File: src/rtl/cache_arbiter.sv
// Shares one memory port between the icache and dcache, one line transaction at a time.
// Ties in IDLE go to the side that did not win last; the winner's request is latched at grant.
module cache_arbiter #(
  parameter int ADDR_WIDTH = 32,
  parameter int LINE_WIDTH = 256
) (
  input  logic                  clk,
  input  logic                  rst,
  input  logic                  i_read,
  input  logic [ADDR_WIDTH-1:0] i_addr,
  output logic [LINE_WIDTH-1:0] i_rdata,
  output logic                  i_resp,
  input  logic                  d_read,
  input  logic                  d_write,
  input  logic [ADDR_WIDTH-1:0] d_addr,
  input  logic [LINE_WIDTH-1:0] d_wdata,
  output logic [LINE_WIDTH-1:0] d_rdata,
  output logic                  d_resp,
  output logic                  pmem_read,
  output logic                  pmem_write,
  output logic [ADDR_WIDTH-1:0] pmem_addr,
  output logic [LINE_WIDTH-1:0] pmem_wdata,
  input  logic [LINE_WIDTH-1:0] pmem_rdata,
  input  logic                  pmem_resp
);

  // state   | meaning
  // IDLE    | no transaction, arbitrate pending requests
  // SERVE_I | icache line read in flight
  // SERVE_D | dcache read or writeback in flight
  typedef enum logic [1:0] {IDLE, SERVE_I, SERVE_D} state_e;

  state_e                state_q, state_d;
  logic                  last_d_q, last_d_d;   // 1 when dcache won the most recent grant
  logic [ADDR_WIDTH-1:0] addr_q, addr_d;
  logic [LINE_WIDTH-1:0] wdata_q, wdata_d;
  logic                  write_q, write_d;

  logic i_req;
  logic d_req;
  logic grant_d;

  assign i_req   = i_read;
  assign d_req   = d_read | d_write;
  assign grant_d = d_req & (~i_req | ~last_d_q);

  always_comb begin
    state_d  = state_q;
    last_d_d = last_d_q;
    addr_d   = addr_q;
    wdata_d  = wdata_q;
    write_d  = write_q;
    case (state_q)
      IDLE: begin
        if (grant_d) begin
          state_d  = SERVE_D;
          last_d_d = 1'b1;
          addr_d   = d_addr;
          wdata_d  = d_wdata;
          write_d  = d_write;
        end else if (i_req) begin
          state_d  = SERVE_I;
          last_d_d = 1'b0;
          addr_d   = i_addr;
          write_d  = 1'b0;
        end
      end
      SERVE_I, SERVE_D: begin
        if (pmem_resp) state_d = IDLE;
      end
      default: state_d = IDLE;
    endcase
  end

  always_ff @(posedge clk) begin
    if (rst) begin
      state_q  <= IDLE;
      last_d_q <= 1'b0;
      addr_q   <= '0;
      wdata_q  <= '0;
      write_q  <= 1'b0;
    end else begin
      state_q  <= state_d;
      last_d_q <= last_d_d;
      addr_q   <= addr_d;
      wdata_q  <= wdata_d;
      write_q  <= write_d;
    end
  end

  // Commands come purely from registers so memory sees stable values for the whole transaction.
  assign pmem_read  = (state_q != IDLE) & ~write_q;
  assign pmem_write = (state_q != IDLE) &  write_q;
  assign pmem_addr  = addr_q;
  assign pmem_wdata = wdata_q;

  assign i_resp  = (state_q == SERVE_I) & pmem_resp;
  assign d_resp  = (state_q == SERVE_D) & pmem_resp;
  assign i_rdata = pmem_rdata;
  assign d_rdata = pmem_rdata;

endmodule

File: config.mk
export PLATFORM = sky130hd
export DESIGN_NAME = cache_arbiter
export DESIGN_NICKNAME = d
export VERILOG_FILES = /design/src/rtl/cache_arbiter.sv
export SDC_FILE = /design/constraint.sdc
export NUM_CORES = 1
export LEC_CHECK = 0
export BUFFER_PORTS_ARGS = -buffer_cell sky130_fd_sc_hd__buf_2
export CAP_MARGIN = 20
export CORE_AREA = 5 5 537 539
export CTS_CLUSTER_DIAMETER = 100
export DETAILED_ROUTE_END_ITERATION = 8
export DIE_AREA = 0 0 542 544
export PLACE_DENSITY = 0.3
export SYNTH_ARGS = -nofsm -noshare
export SYNTH_HDL_FRONTEND = slang
export SYNTH_SLANG_ARGS = --single-unit
File: constraint.sdc
create_clock -name clk -period 1.9 [get_ports clk]
set_input_delay 0 -clock clk [delete_from_list [all_inputs] [get_ports clk]]
set_output_delay 0 -clock clk [all_outputs]
set_load 0.02 [all_outputs]
======== After elaboration in Yosys (flattened, before gate mapping) ========
Cells that the tools add are included.
cells by class
  equality and inequality tests ........... 4
  bitwise operators ....................... 10
  reductions and logical operators ........ 7
  mux-type cells .......................... 9
operator list
  cell                                                             count
  32-bit 2-to-1 mux                                                2
  2-bit 2-to-1 mux                                                 3
  2-bit AND reduction                                              3
  1-bit AND                                                        5
  2-bit one-hot mux with 2 select lines                            1
  2-bit nonzero test                                               2
  1-bit 2-to-1 mux                                                 3
  3-bit != test, second input constant                             1
  1-bit NOT                                                        3
  2-bit by 1-bit == test with 1-bit output, second input constant  1
  2-bit == test, second input constant                             1
  2-bit logical NOT                                                1
  2-bit != test, second input constant                             1
  1-bit OR                                                         2
  2-bit OR reduction                                               1
word-level totals
  flip-flop bits (word level) ............. 292
  input bits .............................. 582
  output and inout port bits .............. 804

======== Depth between registers and ports, before layout ========
Gate-level depths: netlist of run 1.
  depth in word-level cells ............... 5
  gate-level depth with buffers ........... 7
  mapped depth without buffers ............ 5

======== Least setup slack after synthesis of run 1 ========
OpenSTA, ideal clock, no wires.
  kind .................................... reg2reg
  from .................................... reg state_q[0]
  to ...................................... reg wdata_q[100], in the netlist pmem_wdata[100]
  setup slack ............................. 0.358 ns
  required time ........................... 1.830 ns
  path buffers ............................ 3
  stages on the path, launching flop included .. 8
  period minus slack after synthesis ...... 1.542 ns
  arrival ................................. 1.472 ns
  cells stage by stage .................... dfxtp_1 > inv_1 > ha_1 > buf_2 > clkbuf_1 > clkbuf_1 > nand3_1 > a21oi_1
between the ends
  longest elaborated chain between the ends .. 2
ends and longest elaborated chain
  element                        RTL line  source
  from (decl)                    33        state_e state_q, state_d;
  from (signal assigned)         83        state_q <= state_d;
  2-bit logical NOT              53        case (state_q)
  2-bit AND reduction (no line)  -
  to (signal assigned)           86        wdata_q <= wdata_d;
  to (decl)                      36        logic [LINE_WIDTH-1:0] wdata_q, wdata_d;
Every way passes these cells.
A chain may end at the register's enable or synchronous reset.

======== Worst setup path in the final report of run 1 ========
  from .................................... reg state_q[1]
  to ...................................... out pmem_write
between the ends
  longest elaborated chain between the ends .. 2
ends and longest elaborated chain
  element             RTL line  source
  2-bit nonzero test  93        assign pmem_write = (state_q != IDLE) & write_q;
  1-bit AND           93
  to (decl)           20        output logic pmem_write,
Every way passes these cells.

==> impl_metrics.py, run 1 <==
metrics = {
    "routing": {
        "drt_iter0_markers": 841,
        "totalWireLength_microns": 140000,
        "viasPerCell": 2.51,
        "drtPass1Iterations": 5,
        "drc": 0,
        "ant_nets": 0,
        "routedWlPerCell_microns": 23.2,
        "vias": 15200,
    },
    "timing": {
        "slew-limit-headroom_pct": 62.3,
        "fin_crit_ns": 1.71,
        "maxSlewViolCount": 0,
        "rsz0062_at_grt": "no",
        "finalCritPeriodShare_pct": 89.9,
        "fmax_ghz": 0.585,
        "finalSetupViolCount": 0,
        "hold_viol": 0,
        "fin_setup_tns_ns": 0,
        "worstMarginPinSlew_ns": 0.565,
        "skew_ns": 0.0363,
    },
    "clock_network": {
        "clock-sinks": 292,
        "cts_tree": "done",
        "cts_buffer_depth": 3,
        "clk-insertion-delay-late_ns": 0.68,
        "clk_pin_slew_ns": 0.05,
        "numCtsBuffers": 44,
        "cts.root.buffer_cell": "clkbuf_16",
        "h-tree-depth": 2,
    },
    "die": {
        "die_w_microns": 542,
        "core_sq_um": 283000,
        "ioPinCount": 1386,
        "start_util_pct": 5.33,
        "die_h_microns": 544,
        "die-area_sq_um": 295000,
        "std_cell_rows": 196,
    },
    "power": {
        "power_mw": 23.7,
        "powerDensity_nw_per_um2": 991,
        "leakagePower_nw": 8.91,
        "vdd_ir_drop_max_v": 0.000620,
    },
    "global_route": {
        "grt_pass1_vias": 15800,
        "grt_usage_pct": 9.04,
        "antenna_found_initial": 29,
        "grt_overflow_total": 0,
        "grt_pass1_wl_microns": 174000,
        "grt_max_degree": 84,
    },
    "placed_design": {
        "placed_area_sq_um": 19100,
        "gp_congestion": 0.786,
        "hpwl_microns": 117000,
        "io_buffers": 617,
    },
    "critical_path": {
        "arrival_ns": 1.71,
        "critical_path_peak_fanout": 13,
        "critical_path_class": "flip-flop to output pin",
        "r2r_cells": 7,
        "cp-start-kind": "flip-flop",
        "setup.worst_path.end_class": "output pin",
        "required_ns": 1.90,
    },
    "synthesis": {
        "async_flop_share_pct": 0,
        "synth-seq-cells": 292,
        "synth_cell_types": 27,
        "avgSynthCellArea_sq_um": 8.01,
        "yosys.area.top_type": "dfxtp_1",
        "synthCells": 1886,
        "synth_nets": 2471,
        "yosysWarnings": 0,
        "synth_ff_type": "dfxtp_1",
        "netlist_area_sq_um": 15100,
        "synth_top_area_share_pct": 38.7,
        "yosysSeqAreaShare_pct": 38.7,
        "synth_commonest_cells": "buf_4, dfxtp_1, a21oi_1, nand3_1, o21ai_0",
        "yosys.cell_count.top_type": "buf_4",
        "synth_area_leaders": "dfxtp_1, buf_4, a21oi_1",
        "synth_edf_count": 0,
    },
    "cells_and_area": {
        "layout.nets": 2834,
        "n_fill_cell": 33400,
        "drive_gt1_share_pct": 33.0,
        "seqCellArea_sq_um": 5850,
        "area_growth_syn_to_layout_pct": 58.3,
        "multi_input_area_sq_um": 4760,
        "fin_area_sq_um": 23900,
    },
    "hold_path": {
        "whs_path_depth": 0,
        "worstHoldPathType": "input port to output pin",
    },
    "outcome": {
        "status": "complete, no violations",
    },
    "flow_run": {
        "maxCapViolCount": 0,
    },
}
==> cell usage in the layout (no fill, tap or decap), types with 2 or more instances in the layout <==
| cell | count |
|---|---|
| a211oi_1 | 24 |
| a211oi_2 | 7 |
| a21oi_1 | 289 |
| and2_1 | 2 |
| buf_12 | 31 |
| buf_2 | 614 |
| buf_4 | 13 |
| buf_8 | 2 |
| clkbuf_1 | 10 |
| clkbuf_16 | 45 |
| clkbuf_8 | 9 |
| clkinv_2 | 8 |
| clkinvlp_4 | 4 |
| dfxtp_1 | 290 |
| dfxtp_2 | 2 |
| diode_2 | 3 |
| dlygate4sd3_1 | 326 |
| ha_1 | 2 |
| inv_2 | 2 |
| inv_6 | 3 |
| nand2_1 | 33 |
| nand3_1 | 258 |
| nor2_1 | 34 |
| o21ai_0 | 258 |
==> report_power, final <==
| part | switching [mW] | leakage [nW] | internal (mW) |
|---|---|---|---|
| logic | 5.34 | 5.80 | 2.48 |
| registers | 0.421 | 2.41 | 6.94 |
| clock network | 3.67 | 0.709 | 4.87 |
| total | 9.43 | 8.91 | 14.3 |
==> cell families after synthesis <==
family | share of synthesized area, %
AOI/OAI and AO/OA | 20.5
and+or+nand+nor | 10.5
adders and majority gates | 0.248
DFF | 38.7
buffers and inverters | 30.1
==> metrics by stage <==
| stage | instances | util, % | setup slack [ns] | hold slack [ns] |
|---|---|---|---|---|
| final | 6050 | 8.44 | 0.191 | 0.00000473 |
| after global routing | 6050 | 8.44 | 0.0312 | 0.0000414 |
| after CTS | 6047 | 8.44 | 0.00236 | 0.000201 |
| after detailed placement | 5636 | 6.75 | 0.185 | 0.000201 |
| after global placement | 5636 | 6.75 | 0.169 | 0.000201 |
| after floorplan | 1886 | - | 0.358 | 0.113 |
==> path summary, 6_finish.rpt <==
| check | start | to | slack [ns] |
|---|---|---|---|
| worst max-delay path | state_q[1]$_SDFFE_PP0P_ | pmem_write | 0.19 |
| worst max register to register | state_q[1]$_SDFFE_PP0P_ | pmem_addr[5]$_SDFFE_PP0P_ | 0.21 |
| worst min-delay path | pmem_rdata[135] | i_rdata[135] | 0.000005 |
| worst min register to register | pmem_wdata[105]$_SDFFE_PP0P_ | pmem_wdata[105]$_SDFFE_PP0P_ | 0.47 |
==> registers in the layout (all words and copies together), names as in the netlist <==
signal / cells
pmem_addr: 32
pmem_wdata: 256
write_q: 1
last_d_q: 1
state_q: 2
==> critical path, cell delays in order, from the launching register on <==
cell	delay (ns)
dfxtp_2	0.34
inv_2	0.06
ha_4	0.18
buf_12	0.16
nor2b_4	0.17
buf_8	0.15
==> timing repair <==
action                     CTS  global route
buffers inserted             2             0
hold endpoints to repair   292             0
hold buffers               326             0
setup endpoints to repair    2             1
gates resized for setup     11             1
pin swaps                    1             0
cloned                       1             0
==> routing by layer <==
layer  vias to the layer above  global-route usage, %  wire, microns
met5                         -                 0.0325             34
met4                         6                   6.54          11700
met3                       485                   7.47          26400
met2                       996                   13.1          57200
met1                      7017                   8.45          44800
li1                       6673                      -              -
==> area by class of cell <==
type / count / share of cell area [%]
clock buffers: 64 / 5.38
repair buffers: 988 / 29.8
flip-flops and latches: 292 / 24.4
diodes: 3 / 0.0314
clock inverters: 18 / 0.721
multi-input cells: 920 / 19.9
well taps: 3762 / 19.7
inverters: 3 / 0.0784
No activity file was read; power rests on OpenSTA's default activity.
==> inputs of run 2 (changes only) <==
--- a/config.mk
+++ b/config.mk
@@ -7,11 +7,12 @@
 export LEC_CHECK = 0
 export BUFFER_PORTS_ARGS = -buffer_cell sky130_fd_sc_hd__buf_2
 export CAP_MARGIN = 20
-export CORE_AREA = 5 5 537 539
+export CORE_AREA = 5 5 531 533
 export CTS_CLUSTER_DIAMETER = 100
 export DETAILED_ROUTE_END_ITERATION = 8
-export DIE_AREA = 0 0 542 544
+export DIE_AREA = 0 0 536 538
 export PLACE_DENSITY = 0.3
+export SKIP_CTS_REPAIR_TIMING = 1
 export SYNTH_ARGS = -nofsm -noshare
 export SYNTH_HDL_FRONTEND = slang
 export SYNTH_SLANG_ARGS = --single-unit
==> constraint.sdc (replaced) <==
create_clock -name clk -period 2 [get_ports clk]
set_input_delay 0 -clock clk [delete_from_list [all_inputs] [get_ports clk]]
set_output_delay 0 -clock clk [all_outputs]
set_load 0.02 [all_outputs]
==> run 2 against run 1 <==
Net effect:
- register-to-register slack got worse by 0.02 ns
- count of clock-buffer cells in the layout increased by 1
- worst setup slack got worse by 0.088 ns
- sequential power decreased by 5.3%
- core utilization increased by 0.25 points
- critical path depth unchanged
- global-route usage increased by 1.2 points
- clock power increased by 3.5%
- critical path type unchanged
- sequential share of layout area decreased by 0.078 points
- total power decreased by 2.5%
==> impl_metrics.py, run 2 (synthesis results as in run 1) <==
metrics = {
    "outcome": {
        "status": "complete, no violations",
    },
    "critical_path": {
        "path_delay_family": "buffers and inverters",
        "critical_path_class": "flip-flop to output pin",
        "required_ns": 2.00,
        "cp_cell_sequence": "inv_1, ha_4, buf_16, nor2b_4, buf_4",
        "setup.worst_path.end_class": "output pin",
        "max_stage_delay_ns": 0.35,
        "slowest_stage": "dfxtp_1",
        "arrival_ns": 1.90,
        "critical_path_peak_fanout": 34,
        "cp-start-kind": "flip-flop",
        "critical_path_buf_inv_count": 3,
    },
    "global_route": {
        "grt_pass1_wl_microns": 186000,
        "grt_max_degree": 72,
        "grt_overflow_total": 0,
        "use_met2_pct": 16.0,
        "grt_busiest_layer": "met2",
        "grt_use_met1_pct": 7.88,
        "grt_pass1_vias": 14200,
        "antenna_found_initial": 81,
        "grt_usage_pct": 10.2,
        "grt.met3_usage_pct": 10.5,
    },
    "clock_network": {
        "clk_pin_slew_ns": 0.06,
        "cts.root.buffer_cell": "clkbuf_16",
        "numCtsBuffers": 48,
        "cts_tree": "done",
        "clock-sinks": 292,
        "h-tree-depth": 2,
        "cts_buffer_depth": 3,
        "clk-insertion-delay-late_ns": 0.69,
    },
    "die": {
        "std_cell_rows": 193,
        "start_util_pct": 5.48,
        "die_w_microns": 536,
        "die-area_sq_um": 288000,
        "ioPinCount": 1386,
        "die_h_microns": 538,
        "core_sq_um": 276000,
    },
    "cells_and_area": {
        "final_cell_mix": "buf_2, dlygate4sd3_1, dfxtp_1, a21oi_1",
        "n_fill_cell": 32400,
        "final_cell_count_no_fill": 6014,
        "drive_gt1_share_pct": 33.0,
        "layout_commonest_cell": "buf_2",
        "layout.nets": 2838,
        "area_growth_syn_to_layout_pct": 58.8,
        "largest_reg_flops": 256,
    },
    "timing": {
        "fmax_ghz": 0.527,
        "slew-limit-headroom_pct": 55.4,
        "hold_viol": 0,
        "maxSlewViolCount": 0,
        "finalSetupViolCount": 0,
        "hold_slack_ns": 0.00000925,
        "worstMarginPinSlew_ns": 0.669,
        "finalCritPeriodShare_pct": 94.8,
        "fin_setup_tns_ns": 0,
        "fin_crit_ns": 1.90,
        "skew_ns": 0.0265,
    },
    "flow_run": {
        "maxCapViolCount": 0,
    },
    "placed_design": {
        "io_buffers": 617,
        "gp_congestion": 0.800,
        "dp_cells": 5578,
        "hpwl_microns": 134000,
    },
    "hold_path": {
        "worstHoldPathType": "input port to output pin",
    },
    "power": {
        "powerDensity_nw_per_um2": 963,
        "leakagePower_nw": 8.98,
        "vdd_ir_drop_max_v": 0.000603,
    },
    "routing": {
        "vias": 15500,
        "viasPerCell": 2.58,
        "routedWlPerCell_microns": 26.3,
        "drc": 0,
        "ant_nets": 0,
        "totalWireLength_microns": 158000,
        "drtPass1Iterations": 5,
        "drt_iter0_markers": 847,
    },
}
[run 2: cell count changes in the layout (fill, tap and decap cells not counted), sizes merged]
cell         change
clkinv           -4
clkbuf           +2
clkinvlp         -3
bufinv           +2
buf              +1
diode           +20
dlygate4sd3      -1
bufbuf           -1
inv              +5
[run 2: final timing paths]
kind | startpoint | to | slack (ns) | depth (start not counted)
worst max-delay path | state_q[1]$_SDFFE_PP0P_ | pmem_write | 0.10 | 5
worst min-delay path | pmem_rdata[106] | i_rdata[106] | 0.000009 | 0
worst max register to register | state_q[1]$_SDFFE_PP0P_ | pmem_wdata[223]$_SDFFE_PP0P_ | 0.19 | 7
worst min register to register | pmem_wdata[50]$_SDFFE_PP0P_ | pmem_wdata[50]$_SDFFE_PP0P_ | 0.47 | 2
[run 2: where the power goes]
part	switching (mW)	internal, mW
clock network	3.62	5.22
logic	5.00	2.30
registers	0.375	6.59
[run 2: per-stage QoR]
stage,util (%),setup slack (ns),cell area (sq um),total power [mW]
CTS,7.47,-0.217,20600,23.2
floorplan,-,0.458,15100,11.7
global route,8.69,-0.00284,24000,24.6
finish,8.70,0.103,24000,23.1
detailed placement,6.89,0.228,19000,14.0
global placement,6.89,0.230,19000,14.0
[run 2: cell type report]
class	count	area [sq um]	area share [%]
clock buffers	65	1380	5.73
multi-input cells	920	4760	19.8
clock inverters	18	234	0.975
flip-flops and latches	292	5850	24.4
inverters	3	18.8	0.0782
diodes	23	57.6	0.240
repair buffers	988	7070	29.5
well taps	3705	4640	19.3
[run 2: layer usage]
layer  vias up  part of all wire (%)  wire length, microns
li1       6713                     -                     -
met1      7130                    27                 43400
met2      1199                    44                 69000
met3       461                    22                 34500
met4        22                   6.6                 10500
met5         -                  0.34                   540
